## src/rtl/mac_seq_pkg.sv

```systemverilog
// Shared types, default widths and the single-step multiply-add rule
// used by the MAC sequencer and its accumulator datapath.
package mac_seq_pkg;

  localparam int MAC_W     = 16;
  localparam int MAC_CNT_W = 8;

  typedef enum logic [1:0] {
    IDLE = 2'd0,
    RUN  = 2'd1,
    DONE = 2'd2
  } state_t;

  // Returns {wrap_bit, next_acc}: wrap_bit flags a product wider than W
  // bits or a carry out of the accumulate.
  function automatic logic [MAC_W:0] mac_step(input logic [MAC_W-1:0] acc,
                                              input logic [MAC_W-1:0] a,
                                              input logic [MAC_W-1:0] b);
    logic [2*MAC_W-1:0] p;
    logic [MAC_W:0]     s;
    p = {{MAC_W{1'b0}}, a} * {{MAC_W{1'b0}}, b};
    s = {1'b0, acc} + {1'b0, p[MAC_W-1:0]};
    return {(p[2*MAC_W-1:MAC_W] != '0) | s[MAC_W], s[MAC_W-1:0]};
  endfunction

endpackage

```

## src/rtl/mac_seq_ctrl_if.sv

```systemverilog
// Job, operand-stream and result handshake bundle between the job issuer
// (master) and the MAC sequencer (slave).
interface mac_seq_ctrl_if #(
  parameter int W     = mac_seq_pkg::MAC_W,
  parameter int CNT_W = mac_seq_pkg::MAC_CNT_W
);

  logic             start;
  logic [CNT_W-1:0] len;
  logic             abort;
  logic             busy;
  logic             in_valid;
  logic             in_ready;
  logic [W-1:0]     a_in;
  logic [W-1:0]     b_in;
  logic             res_valid;
  logic             res_ready;
  logic [W-1:0]     res;
  logic             wrap;

  modport master (
    output start, len, abort, in_valid, a_in, b_in, res_ready,
    input  busy, in_ready, res_valid, res, wrap
  );

  modport slave (
    input  start, len, abort, in_valid, a_in, b_in, res_ready,
    output busy, in_ready, res_valid, res, wrap
  );

endinterface

```

## src/rtl/mac_acc_dp.sv

```systemverilog
// Multiply-add accumulator with synchronous clear and a sticky wrap flag;
// clr has priority over en.
module mac_acc_dp
  import mac_seq_pkg::*;
#(
  parameter int W = MAC_W
) (
  input  logic         clk,
  input  logic         rst,
  input  logic         clr,
  input  logic         en,
  input  logic [W-1:0] a,
  input  logic [W-1:0] b,
  output logic [W-1:0] acc,
  output logic         wrap
);

  logic [W-1:0] r_acc;
  logic         r_wrap;
  logic [W:0]   w_step;

  // The package helper is fixed at the default width; other widths use
  // the same rule written generically.
  generate
    if (W == MAC_W) begin : g_pkg_step
      assign w_step = mac_step(r_acc, a, b);
    end else begin : g_generic_step
      logic [2*W-1:0] w_prod;
      logic [W:0]     w_sum;
      assign w_prod = {{W{1'b0}}, a} * {{W{1'b0}}, b};
      assign w_sum  = {1'b0, r_acc} + {1'b0, w_prod[W-1:0]};
      assign w_step = {(w_prod[2*W-1:W] != '0) | w_sum[W], w_sum[W-1:0]};
    end
  endgenerate

  always_ff @(posedge clk or negedge rst) begin
    if (!rst) begin
      r_acc  <= '0;
      r_wrap <= 1'b0;
    end else if (clr) begin
      r_acc  <= '0;
      r_wrap <= 1'b0;
    end else if (en) begin
      r_acc  <= w_step[W-1:0];
      r_wrap <= r_wrap | w_step[W];
    end
  end

  assign acc  = r_acc;
  assign wrap = r_wrap;

endmodule

```

## src/rtl/mac_seq_ctrl.sv

```systemverilog
// Job sequencer for the MAC datapath: FSM, beat counter and handshakes.
// The accumulator itself lives in mac_acc_dp.
module mac_seq_ctrl
  import mac_seq_pkg::*;
#(
  parameter int W     = MAC_W,
  parameter int CNT_W = MAC_CNT_W
) (
  input logic           clk,
  input logic           rst,
  mac_seq_ctrl_if.slave bus
);

  state_t           r_state;
  state_t           w_state_next;
  logic [CNT_W-1:0] r_cnt;
  logic [CNT_W-1:0] w_cnt_next;
  logic             w_beat;
  logic             w_clr;
  logic             w_en;
  logic [W-1:0]     w_acc;
  logic             w_wrap;

  assign w_beat = (r_state == RUN) && bus.in_valid;

  always_ff @(posedge clk or negedge rst) begin
    if (!rst) begin
      r_state <= IDLE;
      r_cnt   <= '0;
    end else begin
      r_state <= w_state_next;
      r_cnt   <= w_cnt_next;
    end
  end

  // abort overrides every other event in the same cycle
  always_comb begin
    w_state_next = r_state;
    w_cnt_next   = r_cnt;
    if (bus.abort) begin
      w_state_next = IDLE;
      w_cnt_next   = '0;
    end else begin
      case (r_state)
        IDLE: begin
          if (bus.start) begin
            w_cnt_next   = bus.len;
            w_state_next = (bus.len == '0) ? DONE : RUN;
          end
        end
        RUN: begin
          if (w_beat) begin
            w_cnt_next = r_cnt - CNT_W'(1);
            if (r_cnt == CNT_W'(1)) begin
              w_state_next = DONE;
            end
          end
        end
        DONE: begin
          if (bus.res_ready) begin
            w_state_next = IDLE;
          end
        end
        default: begin
          w_state_next = IDLE;
        end
      endcase
    end
  end

  always_comb begin
    bus.busy      = (r_state != IDLE);
    bus.in_ready  = (r_state == RUN);
    bus.res_valid = (r_state == DONE);
    bus.res       = w_acc;
    bus.wrap      = w_wrap;
    w_clr         = !bus.abort && (r_state == IDLE) && bus.start;
    w_en          = !bus.abort && w_beat;
  end

  mac_acc_dp #(
    .W(W)
  ) u_acc_dp (
    .clk  (clk),
    .rst  (rst),
    .clr  (w_clr),
    .en   (w_en),
    .a    (bus.a_in),
    .b    (bus.b_in),
    .acc  (w_acc),
    .wrap (w_wrap)
  );

endmodule

```

## src/flat_wrapper.sv

```systemverilog
// flat-port wrapper written by rule: the top's interface ports become plain ports
module mac_seq_ctrl_flat import mac_seq_pkg::*;
#(
  parameter int W     = MAC_W,
  parameter int CNT_W = MAC_CNT_W
)
  (clk, rst, bus_start, bus_len, bus_abort, bus_in_valid, bus_a_in, bus_b_in, bus_res_ready, bus_busy, bus_in_ready, bus_res_valid, bus_res, bus_wrap);
  mac_seq_ctrl_if #(.W(W), .CNT_W(CNT_W)) bus_i ();
  input logic clk;
  input logic rst;
  input wire logic [$bits(bus_i.start)-1:0] bus_start;
  input wire logic [$bits(bus_i.len)-1:0] bus_len;
  input wire logic [$bits(bus_i.abort)-1:0] bus_abort;
  input wire logic [$bits(bus_i.in_valid)-1:0] bus_in_valid;
  input wire logic [$bits(bus_i.a_in)-1:0] bus_a_in;
  input wire logic [$bits(bus_i.b_in)-1:0] bus_b_in;
  input wire logic [$bits(bus_i.res_ready)-1:0] bus_res_ready;
  output wire logic [$bits(bus_i.busy)-1:0] bus_busy;
  output wire logic [$bits(bus_i.in_ready)-1:0] bus_in_ready;
  output wire logic [$bits(bus_i.res_valid)-1:0] bus_res_valid;
  output wire logic [$bits(bus_i.res)-1:0] bus_res;
  output wire logic [$bits(bus_i.wrap)-1:0] bus_wrap;
  assign bus_i.start = bus_start;
  assign bus_i.len = bus_len;
  assign bus_i.abort = bus_abort;
  assign bus_i.in_valid = bus_in_valid;
  assign bus_i.a_in = bus_a_in;
  assign bus_i.b_in = bus_b_in;
  assign bus_i.res_ready = bus_res_ready;
  assign bus_busy = bus_i.busy;
  assign bus_in_ready = bus_i.in_ready;
  assign bus_res_valid = bus_i.res_valid;
  assign bus_res = bus_i.res;
  assign bus_wrap = bus_i.wrap;
  mac_seq_ctrl #(.W(W), .CNT_W(CNT_W)) u_core (.clk(clk), .rst(rst), .bus(bus_i));
endmodule
```

## config.mk

```make
export PLATFORM = sky130hd
export DESIGN_NAME = mac_seq_ctrl_flat
export DESIGN_NICKNAME = d
export VERILOG_FILES = /design/src/rtl/mac_seq_pkg.sv /design/src/rtl/mac_seq_ctrl_if.sv /design/src/rtl/mac_acc_dp.sv /design/src/rtl/mac_seq_ctrl.sv /design/src/flat_wrapper.sv
export SDC_FILE = /design/constraint.sdc
export NUM_CORES = 1
export LEC_CHECK = 0
export ABC_CLOCK_PERIOD_IN_PS = 3400
export CAP_MARGIN = 30
export CORE_ASPECT_RATIO = 2
export CORE_MARGIN = 3
export CORE_UTILIZATION = 41
export CTS_BUF_LIST = sky130_fd_sc_hd__clkbuf_4 sky130_fd_sc_hd__clkbuf_8 sky130_fd_sc_hd__clkbuf_16
export DETAILED_ROUTE_END_ITERATION = 12
export GPL_TIMING_DRIVEN = 0
export PLACE_DENSITY = 0.56
export SLEW_MARGIN = 20
export SYNTH_ARGS = -nofsm -noshare
export SYNTH_HDL_FRONTEND = slang
export SYNTH_HIERARCHICAL = 1
export SYNTH_SLANG_ARGS = --single-unit
export TNS_END_PERCENT = 100
```

## constraint.sdc

```tcl
create_clock -name clk -period 3.4 [get_ports clk]
set_input_delay 0.68 -clock clk [delete_from_list [all_inputs] [get_ports clk]]
set_output_delay 0.68 -clock clk [all_outputs]
set_load 0.01 [all_outputs]
```

==> results by group <==
Timing
  – RSZ-0062 raised after global routing: yes
  – Fmax: 152.6 MHz
  – Tightest Pin Transition: 0.7404 ns
  – Final setup viols: 13
  – Hold Vio Cnt, Final: 0
  – Period minus WS final: 6.553 ns
  – Worst Skew: 0.008051 ns
  – Final setup margin: -3.153 ns
  – Final period utilization: 192.7%
  – Worst slew margin: 50.64%
  – Max Slew Vio Count: 0

Logic synthesis
  – Sequential area share after synthesis: 6.238%
  – Mapped Area: ~0.011 mm^2
  – Top-count cell post-synth: inv_1
  – Ys flop type: dfrtp_1
  – Top-area cell type share of the netlist area: 36.04%
  – Synth Area per Inst: 8.665 um^2
  – Yosys reg bits: 27
  – Synth area leaders: fa_1, ha_1, inv_1
  – Post-synth net total: 1,613
  – Yosys Warn Count: 6
  – Most common library cells after synthesis: inv_1, fa_1, nand2_1
  – Post-synth cell types: 71
  – Area leader, netlist: fa_1
  – Post-synth EDFFs: 0
  – Async SR Flop Fraction: between 90% and 100%
  – Post-Synthesis Cells: 1,250

Critical path
  – Critical path launch point type: input pin
  – Setup Crit Path Kind: input pin to flip-flop
  – Crit Path Max Fanout: 7
  – CP arrival: 6.68 ns
  – Critical R2R Launch: u_core/u_acc_dp/acc[1]$_DFFE_PN0P_
  – FF-to-FF path depth: 10
  – R2R Setup Slk: around 0.64 ns
  – Req. time, crit path: 3.53 ns
  – CP Capture Type: flip-flop
  – Reg2reg end: u_core/u_acc_dp/acc[11]$_DFFE_PN0P_

Worst hold path
  – HP Class: input pin to async pin

Global route
  – Vias in the first global route: a little under 10,000
  – Initial antenna violation count: 0
  – Grt total ovfl: 0
  – First-pass GRT wire length: approximately 51,000 um
  – Largest net degree at the start of global routing: 28
  – Total GRT Usage: 22.83%

Clock network
  – TritonCTS buffer count: 3
  – # H-tree levels: 1
  – Clock latency on the worst-skew pair: around 0.28 ns
  – Clock Sinks: 27
  – CTS tree: yes
  – Root buf cell: clkbuf_16
  – Clk slew on worst S/H paths: 0.07 ns
  – CTS Buffer Depth: 2

Run status
  – Failing checks: setup timing
  – Status: finished, violations left

Place
  – Routability congestion estimate: ~0.92
  – DP Worst Slack: -4.604 ns
  – Placed cell count: 1,655
  – PortBufs: 65
  – Placed wire-length estimate: 26,370 um

Route
  – DRC errors left: 0
  – Drt pass-1 iters: 5
  – Remaining antenna violation count: 0
  – First DRT Iteration DRCs: 353
  – Total wire length: ~32,000 um
  – DR vias: 8,896
  – Routed wire per std cell: 18.55 um
  – Vias/cell: 5.205

Die
  – Die footprint: 0.02852 mm^2
  – Die X: 120.9 um
  – Initial Utilization: 41.89%
  – Core area: 0.02586 mm^2
  – I/O pin total: 66
  – Die Height: 235.9 um
  – Rows: 83

Final layout
  – Final cell count without fillers: 1,709
  – Final #Nets: 1,733
  – Share of layout cells above drive strength 1: between 10% and 20%
  – Ant diodes: 0
  – Final Util: 52.36%
  – Area Overhead vs Synth: 25.01%

Run
  – Max Cap Violations: 0
-- sequential cells by signal, summed over array words and instances (netlist names) --
| signal | count |
|---|---|
| u_core/r_state | 2 |
| u_core/u_acc_dp/acc | 16 |
| u_core/r_cnt | 8 |
| u_core/u_acc_dp/wrap | 1 |
-- repair_timing --
| action | CTS | global route |
|---|---|---|
| hold endpoints to repair | 0 | 0 |
| gates resized for setup | 263 | 106 |
| setup buffers | 40 | 10 |
| pin swaps | 54 | 64 |
| hold buffers | 0 | 0 |
| gates cloned | 0 | 1 |
| setup endpoints to repair | 15 | 13 |
-- worst max path at each step --
| stage | startpoint | end | slack (ns) | depth (start not counted) |
|---|---|---|---|---|
| 6_report | bus_b_in[2] | u_core/u_acc_dp/wrap$_DFFE_PN0P_ | -3.15 | 25 |
| 5_1_grt | bus_a_in[12] | u_core/u_acc_dp/wrap$_DFFE_PN0P_ | -3.39 | 21 |
| 4_1_cts | bus_a_in[6] | u_core/u_acc_dp/wrap$_DFFE_PN0P_ | -3.35 | 26 |
| 3_5_place_dp | bus_b_in[7] | u_core/u_acc_dp/wrap$_DFFE_PN0P_ | -4.60 | 22 |
| 3_3_place_gp | bus_b_in[7] | u_core/u_acc_dp/wrap$_DFFE_PN0P_ | -4.63 | 22 |
| 2_1_floorplan | bus_b_in[4] | u_core/u_acc_dp/wrap$_DFFE_PN0P_ | -2.98 | 25 |
-- placed cells by master, fill, tap and decap left out, types with 18 or more instances in the layout --
cell             count
buf_4               46
nor2_1              46
a21oi_1             35
o21ai_0             24
ha_4                18
and2_1             123
ha_1                99
fa_1               188
dfrtp_1             27
clkdlybuf4s50_1     33
inv_1              220
clkbuf_16           18
nand2_1            149
-- metal layers --
| metal | GRT usage (%) | vias to the layer above | routed length, um |
|---|---|---|---|
| met2 | 45.61 | 196 | 18260 |
| met4 | 11.11 | 0 | 2110 |
| li1 | - | 4155 | - |
| met5 | 0 | - | 0 |
| met3 | 1.368 | 82 | 795 |
| met1 | 23.04 | 4463 | 10530 |
-- cell families (layout without fill, tap and decap cells) --
logic type	after synthesis	after routing	synth area share (%)
AND/OR/NAND/NOR	428	428	20.27
adder cells (fa/ha/maj)	317	317	50.13
buffers and inverters	282	401	9.980
AO/OA/AOI/OAI	150	150	9.345
XOR/XNOR	28	28	2.264
flip-flops	27	27	6.238
multiplexers	18	18	1.767
-- worst max-delay path, stage by stage --
cell       delay [ns]
buf_8            0.12
clkbuf_16        0.15
buf_6            0.12
buf_6            0.12
nand2_2          0.05
fa_1             0.44
fa_1             0.55
inv_2            0.04
fa_1             0.54
inv_2            0.04
fa_1             0.49
fa_1             0.52
fa_1             0.59
inv_2            0.06
ha_4             0.26
buf_6            0.12
nand4_1          0.18
nor3_2           0.24
o211ai_2         0.14
a31oi_2          0.19
o211ai_2         0.12
mux2i_1          0.14
a2111o_1         0.32
a2111oi_4        0.32
a311oi_1         0.13
-- through the flow --
stage / hold slack [ns] / TNS [ns] / instance area (um^2)
CTS: 0.4551 / -26.33 / 13200
global route: 0.4842 / -28.40 / 13540
finish: 0.4279 / -26.05 / 13540
global placement: 0.5416 / -44.30 / 12250
floorplan: 0.3844 / -24.09 / 11170
detailed placement: 0.5429 / -44.23 / 12240
-- final cells by class --
type                    count  area, um^2
plain buffers              48       663.1
repair buffers            116        1110
inverters                 233       874.6
fillers                  2418       12320
clock buffers               3       75.07
multi-input cells         941        9712
well taps                 340       425.4
clock inverters             1       5.005
flip-flops and latches     27       675.6
Power is left out: the tool's default activity adds up to more than one toggle a clock period on the data nets, which glitch-free logic cannot reach.
